### config.mk
export PLATFORM = sky130hd
export DESIGN_NAME = scic_timer_flat
export DESIGN_NICKNAME = d
export VERILOG_FILES = /design/src/rtl/scic_pkg.sv /design/src/rtl/scic_timer_if.sv /design/src/rtl/scic_timer_prescaler.sv /design/src/rtl/scic_timer.sv /design/src/flat_wrapper.sv
export SDC_FILE = /design/constraint.sdc
export NUM_CORES = 1
export LEC_CHECK = 0
export CORE_MARGIN = 1.5
export CORE_UTILIZATION = 45
export DETAILED_ROUTE_END_ITERATION = 8
export PLACE_DENSITY_LB_ADDON = 0.1
export SLEW_MARGIN = 40
export SYNTH_ARGS = -nofsm -noshare
export SYNTH_HDL_FRONTEND = slang
export SYNTH_SLANG_ARGS = --single-unit
### constraint.sdc
create_clock -name clock -period 3.4 [get_ports clock]
set_input_delay 0.34 -clock clock [delete_from_list [all_inputs] [get_ports clock]]
set_output_delay 0.34 -clock clock [all_outputs]
set_load 0.005 [all_outputs]
### src/rtl/scic_pkg.sv
// Shared constants for the SCIC memory-mapped timer: register offsets,
// CTRL bit positions and the default window base address.
package scic_pkg;

    localparam logic [15:0] TMR_BASE     = 16'hFFF0;

    localparam logic [2:0]  TMR_CTRL     = 3'd0;
    localparam logic [2:0]  TMR_LOAD     = 3'd1;
    localparam logic [2:0]  TMR_COUNT    = 3'd2;
    localparam logic [2:0]  TMR_STATUS   = 3'd3;
    localparam logic [2:0]  TMR_PRESCALE = 3'd4;

    localparam int TMR_EN   = 0;
    localparam int TMR_AUTO = 1;
    localparam int TMR_IE   = 2;

    localparam int TMR_CTRL_W = 3;

endpackage

### src/rtl/scic_timer_if.sv
// CPU-side bus shared by SCIC responders: address/write data/we from the CPU,
// combinational hit/data_out back from the addressed responder.
interface scic_timer_if;
    // Single-cycle bus: a write commits on the rising edge where we=1 and
    // hit=1; read data is valid in the same cycle the address is presented.
    logic [15:0] address;
    logic [31:0] data_fromCPU;
    logic        we;
    logic [31:0] data_out;
    logic        hit;

    modport master (
        output address,
        output data_fromCPU,
        output we,
        input  data_out,
        input  hit
    );

    modport slave (
        input  address,
        input  data_fromCPU,
        input  we,
        output data_out,
        output hit
    );
endinterface

### src/rtl/scic_timer_prescaler.sv
// Free-running prescale counter: counts 0..limit while enabled and pulses
// tick on the cycle it sits at limit, then restarts from 0.
module scic_timer_prescaler (
    input  logic        clock,
    input  logic        reset,
    input  logic        en_i,
    input  logic        clr_i,
    input  logic [15:0] limit_i,
    output logic        tick_o
);

    logic [15:0] pcnt_q, pcnt_d;

    assign tick_o = en_i && (pcnt_q == limit_i);

    always_comb begin
        pcnt_d = pcnt_q;
        if (clr_i) begin
            pcnt_d = 16'd0;
        end else if (en_i) begin
            pcnt_d = tick_o ? 16'd0 : pcnt_q + 16'd1;
        end
    end

    always_ff @(posedge clock) begin
        if (reset) begin
            pcnt_q <= 16'd0;
        end else begin
            pcnt_q <= pcnt_d;
        end
    end

endmodule

### src/rtl/scic_timer.sv
// Memory-mapped interval timer: five-register window at BASE, prescaled
// 32-bit down counter with optional auto-reload and a level interrupt.
module scic_timer
    import scic_pkg::*;
#(
    parameter logic [15:0] BASE = TMR_BASE
) (
    input  logic         clock,
    input  logic         reset,
    scic_timer_if.slave  bus,
    output logic         irq
);

    logic [TMR_CTRL_W-1:0] ctrl_q, ctrl_d;
    logic [31:0]           load_q, load_d;
    logic [31:0]           count_q, count_d;
    logic [15:0]           prescale_q, prescale_d;
    logic                  expired_q, expired_d;
    logic                  irq_q, irq_d;

    logic [15:0] offset;
    logic [2:0]  sel;
    logic        hit;
    logic        wr, wr_ctrl, wr_load, wr_count, wr_status, wr_prescale;
    logic        tick, fire;

    // Offset is computed from a subtraction so the window never wraps past FFFF.
    assign offset = bus.address - BASE;
    assign sel    = offset[2:0];
    assign hit    = (bus.address >= BASE) && (offset <= 16'd4);

    assign wr          = bus.we && hit;
    assign wr_ctrl     = wr && (sel == TMR_CTRL);
    assign wr_load     = wr && (sel == TMR_LOAD);
    assign wr_count    = wr && (sel == TMR_COUNT);
    assign wr_status   = wr && (sel == TMR_STATUS);
    assign wr_prescale = wr && (sel == TMR_PRESCALE);

    scic_timer_prescaler u_prescaler (
        .clock   (clock),
        .reset   (reset),
        .en_i    (ctrl_q[TMR_EN]),
        .clr_i   (wr_count),
        .limit_i (prescale_q),
        .tick_o  (tick)
    );

    // A CPU write to COUNT supersedes everything the tick would have done.
    assign fire = tick && !wr_count;

    always_comb begin
        ctrl_d     = ctrl_q;
        load_d     = load_q;
        count_d    = count_q;
        prescale_d = prescale_q;
        expired_d  = expired_q;
        irq_d      = expired_q && ctrl_q[TMR_IE];

        if (wr_status && bus.data_fromCPU[0]) begin
            expired_d = 1'b0;
        end

        if (fire) begin
            if (count_q == 32'd0) begin
                expired_d = 1'b1;
                if (ctrl_q[TMR_AUTO]) begin
                    count_d = load_q;
                end else begin
                    ctrl_d[TMR_EN] = 1'b0;
                end
            end else begin
                count_d = count_q - 32'd1;
            end
        end

        if (wr_ctrl)     ctrl_d     = bus.data_fromCPU[TMR_CTRL_W-1:0];
        if (wr_load)     load_d     = bus.data_fromCPU;
        if (wr_count)    count_d    = bus.data_fromCPU;
        if (wr_prescale) prescale_d = bus.data_fromCPU[15:0];
    end

    always_ff @(posedge clock) begin
        if (reset) begin
            ctrl_q     <= '0;
            load_q     <= 32'd0;
            count_q    <= 32'd0;
            prescale_q <= 16'd0;
            expired_q  <= 1'b0;
            irq_q      <= 1'b0;
        end else begin
            ctrl_q     <= ctrl_d;
            load_q     <= load_d;
            count_q    <= count_d;
            prescale_q <= prescale_d;
            expired_q  <= expired_d;
            irq_q      <= irq_d;
        end
    end

    always_comb begin
        bus.data_out = 32'd0;
        if (hit) begin
            case (sel)
                TMR_CTRL:     bus.data_out = {{(32-TMR_CTRL_W){1'b0}}, ctrl_q};
                TMR_LOAD:     bus.data_out = load_q;
                TMR_COUNT:    bus.data_out = count_q;
                TMR_STATUS:   bus.data_out = {31'd0, expired_q};
                TMR_PRESCALE: bus.data_out = {16'd0, prescale_q};
                default:      bus.data_out = 32'd0;
            endcase
        end
    end

    assign bus.hit = hit;
    assign irq     = irq_q;

endmodule
### src/flat_wrapper.sv
// flat-port wrapper written by rule: the top's interface ports become plain ports
module scic_timer_flat import scic_pkg::*;
#(
    parameter logic [15:0] BASE = TMR_BASE
)
  (clock, reset, irq, bus_address, bus_data_fromCPU, bus_we, bus_data_out, bus_hit);
  scic_timer_if bus_i ();
  input  logic clock;
  input  logic reset;
  output logic irq;
  input wire logic [$bits(bus_i.address)-1:0] bus_address;
  input wire logic [$bits(bus_i.data_fromCPU)-1:0] bus_data_fromCPU;
  input wire logic [$bits(bus_i.we)-1:0] bus_we;
  output wire logic [$bits(bus_i.data_out)-1:0] bus_data_out;
  output wire logic [$bits(bus_i.hit)-1:0] bus_hit;
  assign bus_i.address = bus_address;
  assign bus_i.data_fromCPU = bus_data_fromCPU;
  assign bus_i.we = bus_we;
  assign bus_data_out = bus_i.data_out;
  assign bus_hit = bus_i.hit;
  scic_timer #(.BASE(BASE)) u_core (.clock(clock), .reset(reset), .bus(bus_i), .irq(irq));
endmodule
==> out/results.txt <==
Layout Skew: 5.48 ps
Routed wire per std cell: 18.9 um
CP arrival: 3140 ps
Chip Width: 119 um
Post-synth ARST share: 0
GRT Overall Usage: 0.284
io pins: 85
Fmax achieved: 341 MHz
Worst path top cell family by delay: simple AND/OR/NAND/NOR gates
Avg Cell Area, Syn: 7.50 um^2
routed via count: 6251
Crit. End Element: flip-flop
Port Buffers: 84
CP dominant cell by count: or4_4
crit path buf inv count: 0
worst-path cell chain: or4_4, or4_4, or4_1, o22a_1, o22ai_1, a21oi_1
Worst VDD drop: 271 uV
static leakage: 0.00252 uW
final-layout fill cell count: 1273
max cap viols: 0
Worst Tran Pin Value: 694 ps
most common flop cell mapped by yosys: dfxtp_1
CTS Buffer Depth: 2
PwrDens: 312 nW/um^2
final hold vios: 0
post-synthesis cell count: 808
DR pass1 iterations: 5
sequential share of the synthesized area: 0.334
# resized after CTS: 0
Final Setup Violations: 0
Synth top cells by count: nand2_1 (140), dfxtp_1 (101), nor2_1 (94)
status: complete, no violations
# DRC: 0
Max stage delay on crit path: 720 ps
syn_nets: 862
Hold Buf Count CTS: 0
Setup CP Type: flip-flop to flip-flop
Critical Path Slowest Stage Cell: or4_1
critical path depth: 6
die area: 14200 um^2
first-pass GRT wire length: 32.0 mm
relative slew slack: 0.534
post-CTS setup buffers: 0
share of cells above drive strength 1: 0.0915
R2R cell count: 6
RSZ-0062 raised after global routing: false
worst-skew pair later-pin latency: 350 ps
routability congestion estimate: 0.905
crit share post-route: 0.861
CP Capture Point: u_core.count_q[16]
Starting Density: 0.459
top cells by area, synth: dfxtp_1 (33%), nand2_1 (8.7%), a21oi_1 (7.3%), nor2_1 (5.8%), xnor2_1 (4.3%)
die height: 119 um
Synth top area share: 0.334
HPWL after detailed placement: 14.1 mm
Critical R2R Launch: u_core.count_q[24]
vias per cell: 5.95
top-count cell post-synth: nand2_1
FF+latch count, synth: 101
Critical Path Start Type: flip-flop
Reg2Reg Setup Slack: 470 ps
Overflow after GRT: 0
fin. max-slew vios: 0
setup_tns: 0 ps
clock sink count: 101
EDFF count, synth: 0
vias in the first global route: 6082
highest net fanout along the worst path: 12
area leader, netlist: dfxtp_1
Fin Hold WS: 470 ps
P&R area growth vs syn: 21.2%
minimum clock period: 2930 ps
clock root cell: clkbuf_16
Rows: 42
wirelength, routed: 19.9 mm
Antenna diodes: 0
core box area: 13200 um^2
Hold Crit Class: flip-flop to flip-flop
Final #Nets: 925
reg2reg end: u_core.count_q[16]
crit path launch: u_core.count_q[24]
Synthesis Warnings: 0
TritonCTS Buffers: 9
clock transition at the registers of the reported paths: 70 ps
Post-Syn Area: 6060 um^2
largest net degree at the start of global routing: 76
post-route ant nets: 0
Netlist cell types: 63
depth of the CTS H-tree: 3
initial antenna violation count: 0
1st-iter DRT viols: 590
CTS tree: yes
Critical Path RT: 3620 ps
==> where the power goes <==
part / total (uW) / internal (uW) / switching, uW
Clock: 974 / 527 / 447
Sequential: 1180 / 1180 / 0.00727
Combinational: 136 / 62.6 / 73.0
Total: 2290 / 1770 / 520
==> through the flow <==
step           std cells  power, uW   util  instance area (um^2)  worst slack [ps]
3_5_place_dp        1036       1340  0.536                  7080               475
5_1_grt             1050       2350  0.557                  7350               336
3_3_place_gp        1036       1340  0.536                  7070               499
6_report            1050       2290  0.557                  7350               471
4_1_cts             1050       2300  0.557                  7340               488
2_1_floorplan        808       1250      -                  6060               787
==> worst min-delay path by stage <==
stage,startpoint,endpoint,slack (ps),depth (start not counted)
3_5_place_dp,u_core.load_q[27],u_core.load_q[27],460,2
4_1_cts,u_core.load_q[27],u_core.load_q[27],470,2
2_1_floorplan,u_core.expired_q,u_core.expired_q,440,2
3_3_place_gp,u_core.load_q[16],u_core.load_q[16],450,2
5_1_grt,u_core.load_q[27],u_core.load_q[27],490,2
6_report,u_core.load_q[19],u_core.load_q[19],470,2
==> metal layers <==
layer	wire [um]	part of all wire	vias up	GRT usage
li1	-	-	2983	-
met1	8900	0.45	2985	0.379
met2	9280	0.47	247	0.461
met3	1280	0.064	36	0.0584
met4	413	0.021	0	0.0866
met5	0	0	-	0
==> worst reg2reg max path: cells and delay by family, from the launching register on <==
family,cells,cell delay (ps)
simple gates,3,1940
compound gates,3,480
flops,1,370
==> cell families after synthesis <==
| group | synth area share |
|---|---|
| compound gates | 0.210 |
| xor+xnor | 0.0636 |
| flops | 0.334 |
| simple gates | 0.285 |
| buf+inv | 0.0500 |
| mux | 0.0514 |
| fa+ha+maj | 0.00620 |
==> sequential cells by signal, indices dropped and copies added (netlist names) <==
register / count
u_core.u_prescaler.pcnt_q: 16
u_core.count_q: 32
u_core.ctrl_q: 3
u_core.prescale_q: 16
u_core.irq: 1
u_core.expired_q: 1
u_core.load_q: 32
==> area by class of cell <==
cell class / instances / area, um^2 / share of cell area
Multi-Input combinational cell: 636 / 3750 / 0.510
Sequential cell: 101 / 2020 / 0.275
Timing Repair Buffer: 112 / 1050 / 0.143
Clock buffer: 12 / 256 / 0.0349
Tap cell: 176 / 220 / 0.0300
Inverter: 11 / 41.3 / 0.00562
Clock inverter: 2 / 10.0 / 0.00136
==> layout by cell type (no fill, tap or decap), types with 3 or more instances in the layout <==
| cell type | count |
|---|---|
| a211oi_1 | 14 |
| a21o_1 | 4 |
| a21oi_1 | 88 |
| a22oi_1 | 29 |
| a31oi_1 | 8 |
| and2_1 | 5 |
| and3_1 | 7 |
| buf_4 | 27 |
| clkbuf_16 | 9 |
| clkdlybuf4s50_1 | 83 |
| dfxtp_1 | 101 |
| ha_1 | 3 |
| inv_1 | 11 |
| mux2_2 | 15 |
| mux2i_1 | 12 |
| nand2_1 | 140 |
| nand2b_1 | 4 |
| nand3_1 | 16 |
| nand4_1 | 16 |
| nor2_1 | 94 |
| nor2b_1 | 7 |
| nor3_1 | 15 |
| nor4_1 | 11 |
| nor4_4 | 3 |
| o211ai_1 | 7 |
| o21a_1 | 6 |
| o21ai_0 | 15 |
| o21ai_1 | 5 |
| o22ai_1 | 4 |
| o31ai_1 | 5 |
| or2_2 | 7 |
| or3_1 | 9 |
| or4_1 | 7 |
| xnor2_1 | 30 |
| xor2_1 | 14 |
(Power assumes the default switching activity.)
